[src/rtl/video_tile_compositor_pkg.sv]
// Shared types for the tile compositor: display modes, default background
// colour and the per-pixel tag that travels alongside the BRAM read.
package video_comp_pkg;

    typedef enum logic [1:0] {
        MODE_TILE   = 2'd0,
        MODE_SINGLE = 2'd1,
        MODE_DIFF   = 2'd2,
        MODE_RSVD   = 2'd3
    } mode_e;

    localparam logic [23:0] BG_RGB_DEFAULT = 24'h9C27B0;

    // diff marks a |ch0-ch1| pixel so the last stage need not know the mode
    typedef struct packed {
        logic       valid_region;
        logic       ad;
        logic       diff;
        logic [1:0] src_sel;
    } tag_t;

endpackage

[src/rtl/video_tile_compositor_if.sv]
// Raster-in / BRAM / video-out bundle around the compositor.
// master is the compositor side, slave is the raster source / BRAM / encoder side.
interface video_tile_compositor_if #(
    parameter int NUM_CH = 2,
    parameter int PIX_W  = 8,
    parameter int ADDR_W = 16
);
    logic [10:0]              hcount_in;
    logic [9:0]               vcount_in;
    logic                     hs_in;
    logic                     vs_in;
    logic                     ad_in;
    logic                     nf_in;
    logic [1:0]               mode_in;
    logic [1:0]               sel_in;
    logic [NUM_CH*ADDR_W-1:0] addr_out;
    logic [NUM_CH*PIX_W-1:0]  pix_in;
    logic [7:0]               red_out;
    logic [7:0]               green_out;
    logic [7:0]               blue_out;
    logic                     hs_out;
    logic                     vs_out;
    logic                     ad_out;

    modport master (
        input  hcount_in, vcount_in, hs_in, vs_in, ad_in, nf_in, mode_in, sel_in, pix_in,
        output addr_out, red_out, green_out, blue_out, hs_out, vs_out, ad_out
    );

    modport slave (
        output hcount_in, vcount_in, hs_in, vs_in, ad_in, nf_in, mode_in, sel_in, pix_in,
        input  addr_out, red_out, green_out, blue_out, hs_out, vs_out, ad_out
    );
endinterface

[src/rtl/video_tile_compositor_pipe_delay.sv]
// Fixed-depth shift register with async active-low clear; used for the sync
// delays and for aligning pixel tags with BRAM read data.
module pipe_delay #(
    parameter int WIDTH = 1,
    parameter int DEPTH = 1
) (
    input  logic             clk_in,
    input  logic             rst_in,
    input  logic [WIDTH-1:0] din,
    output logic [WIDTH-1:0] dout
);
    logic [DEPTH-1:0][WIDTH-1:0] sr;

    always_ff @(posedge clk_in or negedge rst_in) begin
        if (!rst_in) begin
            sr <= '0;
        end else begin
            sr[0] <= din;
            for (int i = 1; i < DEPTH; i++) sr[i] <= sr[i-1];
        end
    end

    assign dout = sr[DEPTH-1];
endmodule

[src/rtl/video_tile_compositor.sv]
// Read-side compositor: turns raster position into per-channel BRAM addresses,
// then merges the returned grayscale pixels into a sync-aligned RGB stream.
module video_tile_compositor
    import video_comp_pkg::*;
#(
    parameter int          NUM_CH = 2,
    parameter int          TILE_W = 320,
    parameter int          TILE_H = 180,
    parameter int          PIX_W  = 8,
    parameter int          RD_LAT = 2,
    parameter int          ADDR_W = $clog2(TILE_W*TILE_H),
    parameter logic [23:0] BG_RGB = BG_RGB_DEFAULT
) (
    input logic                   clk_in,
    input logic                   rst_in,
    video_tile_compositor_if.master vif
);
    localparam int AW1 = ADDR_W + 1;
    localparam int CH1 = (NUM_CH > 1) ? 1 : 0;

    mode_e                           mode_q;
    logic [1:0]                      sel_q;
    int                              h_i, v_i;
    logic [AW1-1:0]                  h_w, v_w, tile_row, single_addr;
    logic                            in_rows, in_tile0, in_single;
    logic [NUM_CH-1:0][ADDR_W-1:0]   addr_nxt, addr_q;
    tag_t                            tag_nxt, tag_q, tag_al;
    logic [NUM_CH-1:0][PIX_W-1:0]    pix;
    logic [PIX_W:0]                  diff_full;
    logic [PIX_W-1:0]                sel_pix, diff_pix, gray;
    logic [7:0]                      g8;
    logic [23:0]                     rgb_q;
    logic [2:0]                      sync_d;

    // Mode/sel only move on the new-frame pulse so a frame is never split.
    always_ff @(posedge clk_in or negedge rst_in) begin
        if (!rst_in) begin
            mode_q <= MODE_TILE;
            sel_q  <= '0;
        end else if (vif.nf_in) begin
            mode_q <= mode_e'(vif.mode_in);
            sel_q  <= vif.sel_in;
        end
    end

    assign h_i         = int'(vif.hcount_in);
    assign v_i         = int'(vif.vcount_in);
    assign h_w         = AW1'(vif.hcount_in);
    assign v_w         = AW1'(vif.vcount_in);
    assign tile_row    = v_w * AW1'(TILE_W);
    assign single_addr = (h_w >> 1) + (v_w >> 1) * AW1'(TILE_W);
    assign in_rows     = v_i < TILE_H;
    assign in_tile0    = in_rows && (h_i < TILE_W);
    assign in_single   = (h_i < 2*TILE_W) && (v_i < 2*TILE_H);

    always_comb begin
        addr_nxt = '0;
        for (int k = 0; k < NUM_CH; k++) begin
            case (mode_q)
                MODE_TILE:
                    if (in_rows && h_i >= k*TILE_W && h_i < (k+1)*TILE_W)
                        addr_nxt[k] = ADDR_W'(h_w - AW1'(k*TILE_W) + tile_row);
                MODE_SINGLE:
                    if (in_single && sel_q == 2'(k))
                        addr_nxt[k] = ADDR_W'(single_addr);
                MODE_DIFF:
                    if (NUM_CH >= 2 && k < 2 && in_tile0)
                        addr_nxt[k] = ADDR_W'(h_w + tile_row);
                default: ;
            endcase
        end
    end

    always_comb begin
        tag_nxt    = '0;
        tag_nxt.ad = vif.ad_in;
        case (mode_q)
            MODE_TILE:
                for (int k = 0; k < NUM_CH; k++) begin
                    if (in_rows && h_i >= k*TILE_W && h_i < (k+1)*TILE_W) begin
                        tag_nxt.valid_region = 1'b1;
                        tag_nxt.src_sel      = 2'(k);
                    end
                end
            MODE_SINGLE:
                if (in_single && int'(sel_q) < NUM_CH) begin
                    tag_nxt.valid_region = 1'b1;
                    tag_nxt.src_sel      = sel_q;
                end
            MODE_DIFF:
                if (NUM_CH >= 2 && in_tile0) begin
                    tag_nxt.valid_region = 1'b1;
                    tag_nxt.diff         = 1'b1;
                end
            default: ;
        endcase
    end

    always_ff @(posedge clk_in or negedge rst_in) begin
        if (!rst_in) begin
            addr_q <= '0;
            tag_q  <= '0;
        end else begin
            addr_q <= addr_nxt;
            tag_q  <= tag_nxt;
        end
    end

    pipe_delay #(.WIDTH($bits(tag_t)), .DEPTH(RD_LAT)) u_tag_dly (
        .clk_in (clk_in),
        .rst_in (rst_in),
        .din    (tag_q),
        .dout   (tag_al)
    );

    pipe_delay #(.WIDTH(3), .DEPTH(RD_LAT + 2)) u_sync_dly (
        .clk_in (clk_in),
        .rst_in (rst_in),
        .din    ({vif.hs_in, vif.vs_in, vif.ad_in}),
        .dout   (sync_d)
    );

    assign pix = vif.pix_in;

    always_comb begin
        sel_pix = '0;
        for (int k = 0; k < NUM_CH; k++)
            if (tag_al.src_sel == 2'(k)) sel_pix = pix[k];
        diff_full = {1'b0, pix[0]} - {1'b0, pix[CH1]};
        diff_pix  = diff_full[PIX_W] ? PIX_W'(-diff_full) : diff_full[PIX_W-1:0];
        gray      = tag_al.diff ? diff_pix : sel_pix;
    end

    // Narrow pixels are left-justified into the 8-bit colour channel.
    if (PIX_W >= 8) begin : g_wide
        assign g8 = gray[PIX_W-1 -: 8];
    end else begin : g_narrow
        assign g8 = {gray, {(8-PIX_W){1'b0}}};
    end

    always_ff @(posedge clk_in or negedge rst_in) begin
        if (!rst_in)                 rgb_q <= '0;
        else if (!tag_al.ad)         rgb_q <= '0;
        else if (tag_al.valid_region) rgb_q <= {g8, g8, g8};
        else                         rgb_q <= BG_RGB;
    end

    assign vif.addr_out  = addr_q;
    assign vif.red_out   = rgb_q[23:16];
    assign vif.green_out = rgb_q[15:8];
    assign vif.blue_out  = rgb_q[7:0];
    assign vif.hs_out    = sync_d[2];
    assign vif.vs_out    = sync_d[1];
    assign vif.ad_out    = sync_d[0];
endmodule

[src/flat_wrapper.sv]
// flat-port wrapper written by rule: the top's interface ports become plain ports
module video_tile_compositor_flat import video_comp_pkg::*;
#(
    parameter int          NUM_CH = 2,
    parameter int          TILE_W = 320,
    parameter int          TILE_H = 180,
    parameter int          PIX_W  = 8,
    parameter int          RD_LAT = 2,
    parameter int          ADDR_W = $clog2(TILE_W*TILE_H),
    parameter logic [23:0] BG_RGB = BG_RGB_DEFAULT
)
  (clk_in, rst_in, vif_hcount_in, vif_vcount_in, vif_hs_in, vif_vs_in, vif_ad_in, vif_nf_in, vif_mode_in, vif_sel_in, vif_pix_in, vif_addr_out, vif_red_out, vif_green_out, vif_blue_out, vif_hs_out, vif_vs_out, vif_ad_out);
  video_tile_compositor_if #(.NUM_CH(NUM_CH), .PIX_W(PIX_W), .ADDR_W(ADDR_W)) vif_i ();
  input logic clk_in;
  input logic rst_in;
  input wire logic [$bits(vif_i.hcount_in)-1:0] vif_hcount_in;
  input wire logic [$bits(vif_i.vcount_in)-1:0] vif_vcount_in;
  input wire logic [$bits(vif_i.hs_in)-1:0] vif_hs_in;
  input wire logic [$bits(vif_i.vs_in)-1:0] vif_vs_in;
  input wire logic [$bits(vif_i.ad_in)-1:0] vif_ad_in;
  input wire logic [$bits(vif_i.nf_in)-1:0] vif_nf_in;
  input wire logic [$bits(vif_i.mode_in)-1:0] vif_mode_in;
  input wire logic [$bits(vif_i.sel_in)-1:0] vif_sel_in;
  input wire logic [$bits(vif_i.pix_in)-1:0] vif_pix_in;
  output wire logic [$bits(vif_i.addr_out)-1:0] vif_addr_out;
  output wire logic [$bits(vif_i.red_out)-1:0] vif_red_out;
  output wire logic [$bits(vif_i.green_out)-1:0] vif_green_out;
  output wire logic [$bits(vif_i.blue_out)-1:0] vif_blue_out;
  output wire logic [$bits(vif_i.hs_out)-1:0] vif_hs_out;
  output wire logic [$bits(vif_i.vs_out)-1:0] vif_vs_out;
  output wire logic [$bits(vif_i.ad_out)-1:0] vif_ad_out;
  assign vif_i.hcount_in = vif_hcount_in;
  assign vif_i.vcount_in = vif_vcount_in;
  assign vif_i.hs_in = vif_hs_in;
  assign vif_i.vs_in = vif_vs_in;
  assign vif_i.ad_in = vif_ad_in;
  assign vif_i.nf_in = vif_nf_in;
  assign vif_i.mode_in = vif_mode_in;
  assign vif_i.sel_in = vif_sel_in;
  assign vif_i.pix_in = vif_pix_in;
  assign vif_addr_out = vif_i.addr_out;
  assign vif_red_out = vif_i.red_out;
  assign vif_green_out = vif_i.green_out;
  assign vif_blue_out = vif_i.blue_out;
  assign vif_hs_out = vif_i.hs_out;
  assign vif_vs_out = vif_i.vs_out;
  assign vif_ad_out = vif_i.ad_out;
  video_tile_compositor #(.NUM_CH(NUM_CH), .TILE_W(TILE_W), .TILE_H(TILE_H), .PIX_W(PIX_W), .RD_LAT(RD_LAT), .ADDR_W(ADDR_W), .BG_RGB(BG_RGB)) u_core (.clk_in(clk_in), .rst_in(rst_in), .vif(vif_i));
endmodule
[config.mk]
export PLATFORM = sky130hd
export DESIGN_NAME = video_tile_compositor_flat
export DESIGN_NICKNAME = d
export VERILOG_FILES = /design/src/rtl/video_tile_compositor_pkg.sv /design/src/rtl/video_tile_compositor_if.sv /design/src/rtl/video_tile_compositor_pipe_delay.sv /design/src/rtl/video_tile_compositor.sv /design/src/flat_wrapper.sv
export SDC_FILE = /design/constraint.sdc
export NUM_CORES = 1
export LEC_CHECK = 0
export BUFFER_PORTS_ARGS = -buffer_cell sky130_fd_sc_hd__buf_2
export CAP_MARGIN = 20
export CORE_ASPECT_RATIO = 1.25
export CORE_MARGIN = 2
export CORE_UTILIZATION = 42
export DETAILED_ROUTE_END_ITERATION = 6
export HOLD_SLACK_MARGIN = 0.15
export PLACE_DENSITY = 0.72
export SYNTH_ARGS = -nofsm -noshare
export SYNTH_HDL_FRONTEND = slang
export SYNTH_SLANG_ARGS = --single-unit
[constraint.sdc]
create_clock -name clk_in -period 1.6 [get_ports clk_in]
set_input_delay 0.32 -clock clk_in [delete_from_list [all_inputs] [get_ports clk_in]]
set_output_delay 0.32 -clock clk_in [all_outputs]
set_load 0.02 [all_outputs]
**Word-level counts from Yosys, hierarchy flattened**

Cells that the tools add are included.

- Register bits after elaboration: 87

- Multiplexer cells: 22
- Magnitude comparators: 7
- $mul: 2
- $add $sub $neg: 6
- Reduce and logical (&&, ||, !) cells: 12
- Eq/ne operators: 4

Operators by type and width:

| cell | count |
|---|---|
| 16-bit one-hot mux with 3 select lines | 2 |
| 16-bit 2-to-1 mux | 5 |
| 24-bit 2-to-1 mux | 2 |
| 8-bit 2-to-1 mux | 4 |
| 10-bit by 16-bit adder with 16-bit output | 1 |
| 11-bit by 16-bit adder with 16-bit output | 1 |
| 16-bit adder | 1 |
| 11-bit by 9-bit subtractor with 12-bit output (second input constant) | 1 |
| 11-bit by 1-bit >= comparator with 1-bit output (second input constant) | 1 |
| 11-bit by 9-bit >= comparator with 1-bit output (second input constant) | 1 |
| 11-bit by 10-bit < comparator with 1-bit output (second input constant) | 1 |
| 11-bit by 9-bit < comparator with 1-bit output (second input constant) | 1 |
| 10-bit by 8-bit < comparator with 1-bit output (second input constant) | 1 |
| 10-bit by 9-bit < comparator with 1-bit output (second input constant) | 1 |
| 10-bit by 3-bit multiplier with 10-bit output (second input constant) | 1 |
| 9-bit by 3-bit multiplier with 10-bit output (second input constant) | 1 |
| 1-bit logical AND | 9 |
| 8-bit by 8-bit subtractor with 9-bit output | 1 |
| 8-bit negator | 1 |
| 2-bit by 1-bit == test with 1-bit output (second input constant) | 3 |
| 2-bit logical NOT | 3 |
| 1-bit 2-to-1 mux | 6 |
| 2-bit one-hot mux with 2 select lines | 1 |
| 1-bit one-hot mux with 3 select lines | 1 |
| other kinds (3) | 3 |

**Depth between registers and ports, before layout**

- Depth in word-level cells: 6
- Mapped depth: 14
- Mapped depth without buffers: 14

**Hierarchy**

Synthesis repeated with hierarchy kept, for this count alone.

- Cell total of the unflattened synthesis: 501
- Area, all modules: 5023.6 µm²

By module, submodules not included:

| module | cells each | seq. area each (µm²) | times used | area an instance (µm²) |
|---|---|---|---|---|
| video_tile_compositor | 471 | 1401.3 | 1 | 4413.0 |
| pipe_delay at u_core.u_sync_dly | 15 | 300.3 | 1 | 322.8 |
| pipe_delay at u_core.u_tag_dly | 15 | 250.2 | 1 | 287.8 |

**Least setup slack after synthesis**

OpenSTA, ideal clock, no wires.

- Kind: input to register
- Start: in vif_vcount_in[2]
- End: reg u_core.addr_q, in the netlist u_core.vif.addr_out[31]
- Cell stages on the path: 14
- Path buffers: 0
- Slack: -1.588 ns
- Arrival: 3.048 ns
- Setup time: 0.140 ns
- Path through: ha_1 ha_1 inv_1 fa_1 nor2b_1 xnor2_1 ha_1 a21oi_1 nand2_1 o21ai_0 o31ai_1 a21oi_1 xor2_1 o221ai_1

RTL lines:

| element | RTL line | RTL |
|---|---|---|
| start: declaration | flat_wrapper.sv:17 | `input wire logic [$bits(vif_i.vcount_in)-1:0] vif_vcount_in;` |
| end signal: assignment | video_tile_compositor.sv:104 | `addr_q <= addr_nxt;` |
| end: declaration | video_tile_compositor.sv:26 | `logic [NUM_CH-1:0][ADDR_W-1:0] addr_nxt, addr_q;` |

==> reports/qor.yml <==
synthesis:
  synthAdderAreaFrac: 0.133
  synthesis.nets: 588
  synth_compound_area_frac: 0.183
  synth_edf_count: 0
  synth_xor_xnor_area_share: 0.0804
  synth_top_family_by_area: "compound AO/OA/AOI/OAI gates"
  yosys-top-cells-area: "dfrtp_1 (39%), ha_1 (11%), xnor2_1 (4.1%), nor2_1 (3.3%), xor2_1 (3.2%)"
  seq_area_frac_synth: 0.385
  synthMuxAreaShare: 0.0221
  async_flop_share: 1.00
  syn_inst: 493
  ys.warnings.count: 0
  avgSynthCellArea_sq_um: 9.88
  syn_area_sq_um: 4870
  yosysUniqueCellTypes: 67
  yosys.area.top_type_share: 0.385
  synth_flop_cell: "dfrtp_1"
  synth-seq-cells: 75
  yosysTopAreaCell: "dfrtp_1"
  synth_simple_gate_area_share: 0.150
setup_path:
  crit_top_cell: "ha_4"
  max_stage_delay_ns: 0.69
  required_ns: 1.80
  cp-start-kind: "primary input"
  path_delay_family: "compound AO/OA/AOI/OAI gates"
  critical_path.cell_chain: "buf_8, ha_4, buf_4, buf_6, fa_2, nor2b_4, nor2_4, inv_2, ha_4, a2111oi_0, o22ai_1, xnor2_1, o221ai_2"
  worst_ep_arrival_time_ns: 3.10
  crit_type: "in2reg"
  critPathMaxFanout: 4
  crit_buf_inv: 4
  worstSetupEndpointType: "flip-flop"
  crit_path_top_delay_cell: "a2111oi_0"
routing:
  drc_errors: 0
  routedWlPerCell_um: 16.2
  routed_wl_um: 14400
  drt_pass1_iterations: 4
  vias: 4740
  viasPerCell: 5.33
  antenna_left: 0
  drtIter0Drc: 225
power_and_ir_drop:
  switchingPower_uw: 2260
  power_frac_seq: 0.289
  vdd_drop_max_mv: 0.516
  p_comb_frac: 0.437
  swShare: 0.328
  p_per_area_nw_per_um2: 889
  p_clk_frac: 0.274
  power_leakage_uw: 0.00379
  p_int_uw: 4630
floorplan:
  initial_utilization: 0.425
  core-area_sq_um: 11500
  die_w_um: 100
  row_count: 44
  die-height_um: 124
  die_area_sq_um: 12500
  ioPinCount: 106
finish:
  fillCellCount: 843
  fin_area_sq_um: 7750
  num-nets-final: 842
  area_delta_synth_final_pct: 59.1
  n_antenna_cell: 0
  layout.cells.most_common_list: "buf_4 (143), buf_2 (97), dfrtp_1 (75), nor2_1 (37), nand2_1 (30)"
  stdcell_count: 890
  drive_gt1_frac: 0.529
  final_common_cell: "buf_4"
placed_design:
  post-place-cells: 850
  port_buffers: 105
  place.gp.congestion: 0.934
  place_ws_ns: -1.46
  hpwl_um: 10900
  place_area_sq_um: 6750
timing:
  finalCriticalPeriod_ns: 2.90
  rsz0062_at_grt: "true"
  slew_headroom: 0.479
  finalCritPeriodShare: 1.81
  setup_tns_ns: -14.21
  max_freq_ghz: 0.345
  drv_slew: 0
  setup_slack_ns: -1.30
  worstMarginPinSlew_ns: 0.762
  skew_ns: 0.00720
  setup_viol: 27
  report.final.hold_viol_count: 0
global_route:
  grt_antenna_before_repair: 0
  grt.total_usage: 0.224
  grt_pass1_vias: 4852
  grt_overflow_total: 0
  grt_pass1_wl_um: 22300
  grt_max_degree: 31
clocking:
  path_clk_slew_ns: 0.06
  tritoncts: "built"
  clk_latency_ns: 0.33
  cts_made_buffers: 9
  cts.path.max_buffers: 2
  htree_num_levels: 3
  cts.sinks: 75
  root_buffer: "clkbuf_16"
flow_run:
  cap_violations: 0
run_status:
  failed_checks: "negative setup slack"
  status: "finished with violations"
min_path:
  hp-class: "in2reg"
-- state kept, by name (all words and copies together) (netlist names) --
register and flops:
u_core.mode_q 2, u_core.u_tag_dly.sr 5, u_core.u_sync_dly.dout 3, u_core.vif.addr_out 32
u_core.u_sync_dly.sr 8, u_core.tag_q 4, u_core.rgb_q 15, u_core.u_tag_dly.dout 4
u_core.sel_q 2
-- per-layer routing --
layer,vias up,GRT usage,share of wire
met3,45,0.0303,0.036
met2,160,0.419,0.55
met5,-,0,0
li1,2243,-,-
met1,2292,0.238,0.38
met4,0,0.115,0.040
-- metrics by stage --
step / utilization / total power (uW) / hold slack, ns
2_1_floorplan: - / 3400 / 0.0244
4_1_cts: 0.651 / 6630 / 0.212
6_report: 0.677 / 6890 / 0.222
3_3_place_gp: 0.589 / 4350 / 0.187
3_5_place_dp: 0.589 / 4420 / 0.193
5_1_grt: 0.677 / 7230 / 0.223
-- timing repair --
action / 4_1_cts / 5_1_grt
gates resized for setup: 69 / 46
gates cloned: 0 / 0
buffers inserted: 11 / 11
pin swaps: 51 / 39
endpoints found under the hold margin: 57 / 0
hold buffers: 4 / 0
setup endpoints to repair: 46 / 42
-- cell families after synthesis --
kind of cell / count (synthesis)
xor gates and xnor gates: 43
buffers and inverters: 47
muxes: 10
and+or+nand+nor: 141
other: 1
adders and majority gates: 48
DFF: 75
AOI/OAI and AO/OA: 128
-- cell usage after synthesis, types with 3 or more instances --
cell type,count
nor2b_1,7
and2_1,3
nand2b_1,9
inv_1,24
nor3_1,7
o21a_1,5
fa_1,6
a21oi_1,21
xnor2_1,23
clkbuf_1,6
buf_2,4
a211oi_1,4
xor2_1,18
nand3_1,9
a21o_1,6
dfrtp_1,75
o21ai_0,27
a31oi_1,3
ha_1,42
nand3b_1,4
a21boi_0,4
o221ai_1,5
nand2_1,36
o211ai_1,5
a22o_1,5
mux2i_1,4
mux2_2,6
nor2_1,43
a22oi_1,9
o22a_1,3
or3_1,3
nand4_1,3
o22ai_1,9
buf_4,10
a21oi_2,4
-- worst reg2reg max path: stages, from the launching register on --
cell and delay [ns]:
dfrtp_1 0.38, nand3b_1 0.17, and4bb_2 0.37, nand2_1 0.20
or2_0 0.27, o221ai_1 0.08
-- power by group through the flow --
stage,sequential (uW),clock (uW),combinational (uW)
after floorplan,2050,0,1350
after global placement,2020,0,2320
after detailed placement,2020,0,2400
after CTS,1990,1930,2700
after global routing,2000,2010,3220
final,1990,1880,3010
-- area by class of cell --
type,count,area [sq um],share of cell area
multi-input cells,371,3430,0.443
flip-flops and latches,75,1880,0.242
repair buffers,265,1860,0.239
clock buffers,11,253,0.0326
well taps,138,173,0.0223
inverters,25,121,0.0157
clock inverters,5,37.5,0.00484
-- final timing paths --
check	cells past startpoint	end	slack (ns)	from
setup / recovery	13	u_core.vif.addr_out[30]	-1.30	vif_vcount_in[2]
hold / removal	2	u_core.mode_q[1]	0.22	vif_mode_in[1]
setup reg to reg	5	u_core.vif.addr_out[31]	0.04	u_core.mode_q[1]
hold reg to reg	0	u_core.u_tag_dly.sr[0]	0.34	u_core.tag_q[0]
max in group asynchronous	3	u_core.u_sync_dly.dout[2]	0.68	rst_in
min in group asynchronous	2	u_core.vif.addr_out[5]	0.40	rst_in
(Power assumes the default switching activity.)
